`src/rtl/dmem_dma_ctrl.sv`:
```
// dmem_dma_ctrl: block-copy DMA engine sharing a single-port data memory
// with the CPU. The CPU always wins the port. The DMA moves one byte per
// READ/WRITE pair, using only the cycles in which the CPU leaves the port idle.
module dmem_dma_ctrl #(
    parameter int ADDR_W = 8,
    parameter int DATA_W = 8,
    parameter int LEN_W  = 8
) (
    input  logic              CLK,
    input  logic              RST_N,
    // CPU load/store path
    input  logic              cpuReq,
    input  logic [ADDR_W-1:0] cpuAddr,
    input  logic [DATA_W-1:0] cpuDataIn,
    input  logic              cpuMemOp,
    output logic [DATA_W-1:0] cpuDataOut,
    // DMA control
    input  logic              start,
    input  logic [ADDR_W-1:0] srcAddr,
    input  logic [ADDR_W-1:0] dstAddr,
    input  logic [LEN_W-1:0]  len,
    output logic              busy,
    output logic              done,
    // Data memory port
    output logic [ADDR_W-1:0] memAddr,
    output logic [DATA_W-1:0] memDataIn,
    output logic              memOp,
    input  logic [DATA_W-1:0] memDataOut
);

    typedef enum logic [1:0] {
        ST_IDLE,
        ST_READ,
        ST_WRITE,
        ST_DONE
    } state_e;

    state_e              state_q,     state_d;
    logic [ADDR_W-1:0]   cur_src_q,   cur_src_d;
    logic [ADDR_W-1:0]   cur_dst_q,   cur_dst_d;
    logic [LEN_W-1:0]    remaining_q, remaining_d;
    logic [DATA_W-1:0]   buffer_q,    buffer_d;
    logic                dma_owns;

    // State and datapath registers; reset aborts any transfer in flight.
    always_ff @(posedge CLK) begin
        // NOTE: non-blocking assignments here so every flop samples the
        // pre-edge value of the others, independent of statement order.
        if (!RST_N) begin
            state_q     <= ST_IDLE;
            cur_src_q   <= '0;
            cur_dst_q   <= '0;
            remaining_q <= '0;
            buffer_q    <= '0;
        end else begin
            state_q     <= state_d;
            cur_src_q   <= cur_src_d;
            cur_dst_q   <= cur_dst_d;
            remaining_q <= remaining_d;
            buffer_q    <= buffer_d;
        end
    end

    // Next-state logic: the DMA advances only in cycles the CPU leaves free.
    always_comb begin
        // NOTE: every output gets a hold default first, so no path through
        // the case statement can leave one unassigned and infer a latch.
        state_d     = state_q;
        cur_src_d   = cur_src_q;
        cur_dst_d   = cur_dst_q;
        remaining_d = remaining_q;
        buffer_d    = buffer_q;
        case (state_q)
            ST_IDLE: begin
                if (start) begin
                    cur_src_d   = srcAddr;
                    cur_dst_d   = dstAddr;
                    remaining_d = len;
                    state_d     = (len == '0) ? ST_DONE : ST_READ;
                end
            end
            ST_READ: begin
                if (!cpuReq) begin
                    buffer_d = memDataOut;
                    state_d  = ST_WRITE;
                end
            end
            ST_WRITE: begin
                if (!cpuReq) begin
                    cur_src_d   = cur_src_q + 1'b1;
                    cur_dst_d   = cur_dst_q + 1'b1;
                    remaining_d = remaining_q - 1'b1;
                    state_d     = (remaining_q == LEN_W'(1)) ? ST_DONE : ST_READ;
                end
            end
            ST_DONE: state_d = ST_IDLE;
            default: state_d = ST_IDLE;
        endcase
    end

    assign dma_owns = !cpuReq && (state_q == ST_READ || state_q == ST_WRITE);

    // Port arbiter: CPU by default, DMA only in its free READ/WRITE cycles;
    // writes are suppressed entirely while reset is asserted.
    always_comb begin
        memAddr   = cpuAddr;
        memDataIn = cpuDataIn;
        memOp     = cpuMemOp & cpuReq;
        if (dma_owns) begin
            memDataIn = buffer_q;
            if (state_q == ST_READ) begin
                memAddr = cur_src_q;
                memOp   = 1'b0;
            end else begin
                memAddr = cur_dst_q;
                memOp   = 1'b1;
            end
        end
        if (!RST_N) begin
            memOp = 1'b0;
        end
    end

    assign cpuDataOut = memDataOut;
    assign busy       = RST_N && (state_q != ST_IDLE);
    assign done       = RST_N && (state_q == ST_DONE);

endmodule

```
`config.mk`:
```
export PLATFORM = sky130hd
export DESIGN_NAME = dmem_dma_ctrl
export DESIGN_NICKNAME = d
export VERILOG_FILES = /design/src/rtl/dmem_dma_ctrl.sv
export SDC_FILE = /design/constraint.sdc
export NUM_CORES = 1
export LEC_CHECK = 0
export ABC_CLOCK_PERIOD_IN_PS = 3700
export BUFFER_PORTS_ARGS = -buffer_cell sky130_fd_sc_hd__buf_2
export CAP_MARGIN = 20
export CORE_ASPECT_RATIO = 0.8
export CORE_UTILIZATION = 45
export DETAILED_ROUTE_END_ITERATION = 8
export HOLD_SLACK_MARGIN = 0.06
export PLACE_DENSITY_LB_ADDON = 0.05
export SLEW_MARGIN = 20
export SYNTH_ARGS = -nofsm -noshare
export SYNTH_HDL_FRONTEND = slang
export SYNTH_SLANG_ARGS = --single-unit
```
`constraint.sdc`:
```
create_clock -name CLK -period 3.7 [get_ports CLK]
set_clock_uncertainty 0.1 [all_clocks]
set_input_delay 0.37 -clock CLK [delete_from_list [all_inputs] [get_ports CLK]]
set_output_delay 0.37 -clock CLK [all_outputs]
set_load 0.03 [all_outputs]
```
Word-level counts from Yosys, hierarchy flattened
Index checks and enable logic that the tools add are counted.

Register bits: 34. Input port bits: 53. Output and inout bits: 27. Logic and storage cells: 50.

Add/sub/neg operators: 3. Eq/ne operators: 7. Multiplexer cells: 21. Bitwise operators: 2. Reductions and logical operators: 12.

Operators by type and width (number): $mux 8 (9); $pmux 8 s2 (3); $add 8x1->8 const B (2); $mux 2 (5); $eq 8x1->1 const B (1); $logic_not 8->1 (1); $pmux 2 s4 (1); $sub 8x1->8 const B (1); $ne 2x2->1 const B (3); $reduce_and 3->1 (2); $eq 2x2->1 const B (2); $reduce_bool 2->1 (2); $logic_and 1x1->1 (3); $mux 1 (3); $eq 2x1->1 const B (1); $logic_not 2->1 (1); $reduce_and 2->1 (1); $and 1x1->1 (1); $logic_not 1->1 (1); $logic_or 1x1->1 (1); $not 1->1 (1).

Longest topological paths before layout
Word-level depth: 5. Mapped depth: 8. Mapped depth without buffers: 6.

Worst setup path after synthesis
Ideal clock, no wire load.

Path kind: register to output. Start: register state_q[0]. End: output port memAddr[0]. Arrival time: 1.738 ns. Data required time: 3.230 ns. Setup slack: 1.492 ns. Stages on the path, launching flop included: 7. Path buffers: 2. Cell sequence: dfxtp_1 > inv_1 > ha_1 > nand2b_1 > buf_2 > buf_2 > o21ai_0.

Cells in the longest elaborated chain, start to end: 4. Elaborated cells on any way between the ends: 6.

RTL lines: start: declaration (line 38) `state_e state_q, state_d;`; start signal: assignment (line 56) `state_q <= state_d;`; $eq 2x1->1 / $eq 2x2->1 (equally long branches) (line 101, 111); $logic_or 1x1->1 (line 101) `assign dma_owns = !cpuReq && (state_q == ST_READ || state_q == ST_WRITE);`; $logic_and 1x1->1 (line 101); $mux 8 * (line 109) `if (dma_owns) begin`; end: declaration (line 25) `output logic [ADDR_W-1:0] memAddr,`.

Mark *: on every way between the ends. The rest lies on a longest branch, timed or not.

Worst setup path in the final report
Start: register state_q[0]. End: output port memDataIn[6].

Cells in the longest elaborated chain, start to end: 4. Elaborated cells on any way between the ends: 5.

RTL lines: $eq 2x1->1 / $eq 2x2->1 (equally long branches) (line 101); $logic_or 1x1->1 * (line 101); $logic_and 1x1->1 * (line 101); $mux 8 * (line 109); end: declaration (line 26) `output logic [DATA_W-1:0] memDataIn,`.

Marked as above.

==> flow_summary.toml <==
[run_status]
status = "finished, final reports clean"

[power_and_ir_drop]
p_seq_share_pct = 32.1
switching_share_pct = 45.8
p_comb_share_pct = 51.7
p_clk_share_pct = 16.2
p_total_mw = 2.00
power_switching_uw = 915
leakagePower_nw = 1.20
power.internal_mw = 1.08
powerDensity_nw_per_um2 = 722
ir_drop_mv = 0.534

[floorplan]
rows = 23
fp.dieW_um = 82.4
io_pins = 80
dieArea_um2 = 5470
start_util_pct = 46.5
coreArea_um2 = 5010
die_h_um = 66.4

[finish]
finalInstanceArea_um2 = 2770
final_common_cell = "buf_2"
most-common-layout-cells = "buf_2 (79), dfxtp_1 (34), nand2_1 (32)"
num-nets-final = 408
drive_gt1_share_pct = 31.0
syn_to_final_growth_pct = 18.7
antenna_cells = 0

[clock_network]
clockBufferDepth = 2
cts_tree = "done"
htree_levels = 2
cts_resized = 0
postCtsSetupBuffers = 0
cts_hold_buffers = 0
cts_buffers = 5
clk_latency_ns = 0.29
cts.sinks = 34
clk_pin_slew_ns = 0.07
cts_root_buf = "clkbuf_8"

[detailed_routing]
drt-total-wl_mm = 5.63
ant_nets = 0
vias = 2209
wl_per_cell_um = 13.7
viasPerCell = 5.39
firstDrtPassIters = 5
drc = 0
drt_iter0_drc = 104

[sta]
finalHoldViolCount = 0
fmax_mhz = 371
max_slew.worst_pin.slew_ns = 0.909
hold_ws_ns = 0.252
period_share_pct = 72.9
setup_viol = 0
slew_headroom_pct = 39.3
tns_ns = 0
fin_crit_ns = 2.70
finalMaxSlewViolations = 0
rsz0062_at_grt = "false"

[critical_path]
cp-startpoint = "state_q[0]"
end_kind = "primary output"
worstPathArrival_ns = 2.23
cp-start-kind = "flip-flop"
required_ns = 3.23
crit_type = "flip-flop to primary output"
critPathMaxFanout = 24
reg2reg_from = "state_q[1]"

[yosys]
synth_area_leader_cell = "dfxtp_1"
synth_edf_count = 0
synthTopCellsByArea = "dfxtp_1 (29%), mux2i_1 (7.7%), nand2_1 (5.2%), ha_1 (4.3%), a21oi_1 (4.1%)"
synth_seq_area_share_pct = 29.2
syn-num-nets = 346
syn_avg_cell_area_um2 = 8.17
ys.warnings.count = 0
synthArstFlopShare_pct = 0
syn_inst = 285
synthFlopType = "dfxtp_1"
ys_ff_latch = 34
synth_cell_types = 46
synth.cell_area_um2 = 2330
synth_top_area_share_pct = 29.2

[min_path]
min-delay-start = "memDataOut[5]"
hold_path_class = "primary input to flip-flop"

[place]
gp_congestion = 0.852
placed_cell_area_um2 = 2660
post-dp-hpwl_mm = 3.96
io_buffer_count = 79

[global_route]
grt_pass1_wl_mm = 8.52
grt_pass1_vias = 1846
overflow = 0
grt_usage_pct = 20.5
grt_max_degree = 40
antenna_found_initial = 0

[job]
drv_cap = 0
==> worst max-delay path, cell delays in order, from the launching register on <==
cell and delay (ns):
dfxtp_1 0.36, inv_1 0.09, ha_1 0.30, nand2b_1 0.59, mux2_2 0.41, buf_2 0.18
==> synthesized netlist by cell type (all sizes together), types with 6 or more instances <==
library cell and number:
mux2 8, dfxtp 34, nand3 6, a21oi 19, buf 23, ha 8, inv 7, nor2 18
o21ai 26, mux2i 18, nand2 32, a21boi 6, nor2b 13
==> final timing paths <==
| kind | cells past startpoint | slack, ns | end |
|---|---|---|---|
| worst max register to register | 5 | 1.33 | buffer_q[1] |
| worst min register to register | 2 | 0.39 | remaining_q[1] |
| worst min-delay path | 3 | 0.25 | buffer_q[5] |
| worst max-delay path | 5 | 1.00 | memDataIn[6] |
==> state kept, by name, summed over array words and instances (netlist names) <==
register and cells:
buffer_q 8, cur_dst_q 8, cur_src_q 8, remaining_q 8, state_q 2
==> power groups by stage <==
stage | sequential, mW | clock [mW] | combinational (mW)
floorplan | 0.603 | 0 | 0.853
global placement | 0.643 | 0 | 1.03
detailed placement | 0.646 | 0 | 1.04
CTS | 0.638 | 0.332 | 1.04
global route | 0.659 | 0.347 | 1.15
finish | 0.640 | 0.324 | 1.03
==> through the flow <==
stage	util, %	setup WS [ns]	instances
after floorplan	-	1.49	285
after global placement	53.0	1.34	402
after detailed placement	53.0	1.29	402
after CTS	55.2	0.966	410
after global routing	55.2	0.795	410
final	55.2	1.00	410
==> routing by layer <==
metal | share of wire [%] | track usage (%)
met5 | 0 | 0
met4 | 1.0 | 5.92
met3 | 5.3 | 5.38
met2 | 43 | 32.9
met1 | 51 | 26.8
==> kinds of logic (layout without fill, tap and decap cells) <==
| group | count (synthesis) | count (layout) | share of synthesized area [%] |
|---|---|---|---|
| AOI/OAI and AO/OA | 85 | 85 | 24.0 |
| adders and majority gates | 8 | 8 | 4.30 |
| and+or+nand+nor | 98 | 98 | 22.5 |
| buffers and inverters | 34 | 97 | 8.43 |
| muxes | 26 | 26 | 11.6 |
| DFF | 34 | 34 | 29.2 |
==> layout make-up <==
| cell class | count | area (µm²) |
|---|---|---|
| inverter | 7 | 26.3 |
| multi-input combinational | 217 | 1450 |
| clock buffer | 8 | 110 |
| sequential | 34 | 681 |
| timing repair buffer | 82 | 418 |
| tap | 62 | 77.6 |
| fill | 512 | 2240 |
Power figures use the tool's default switching activity.
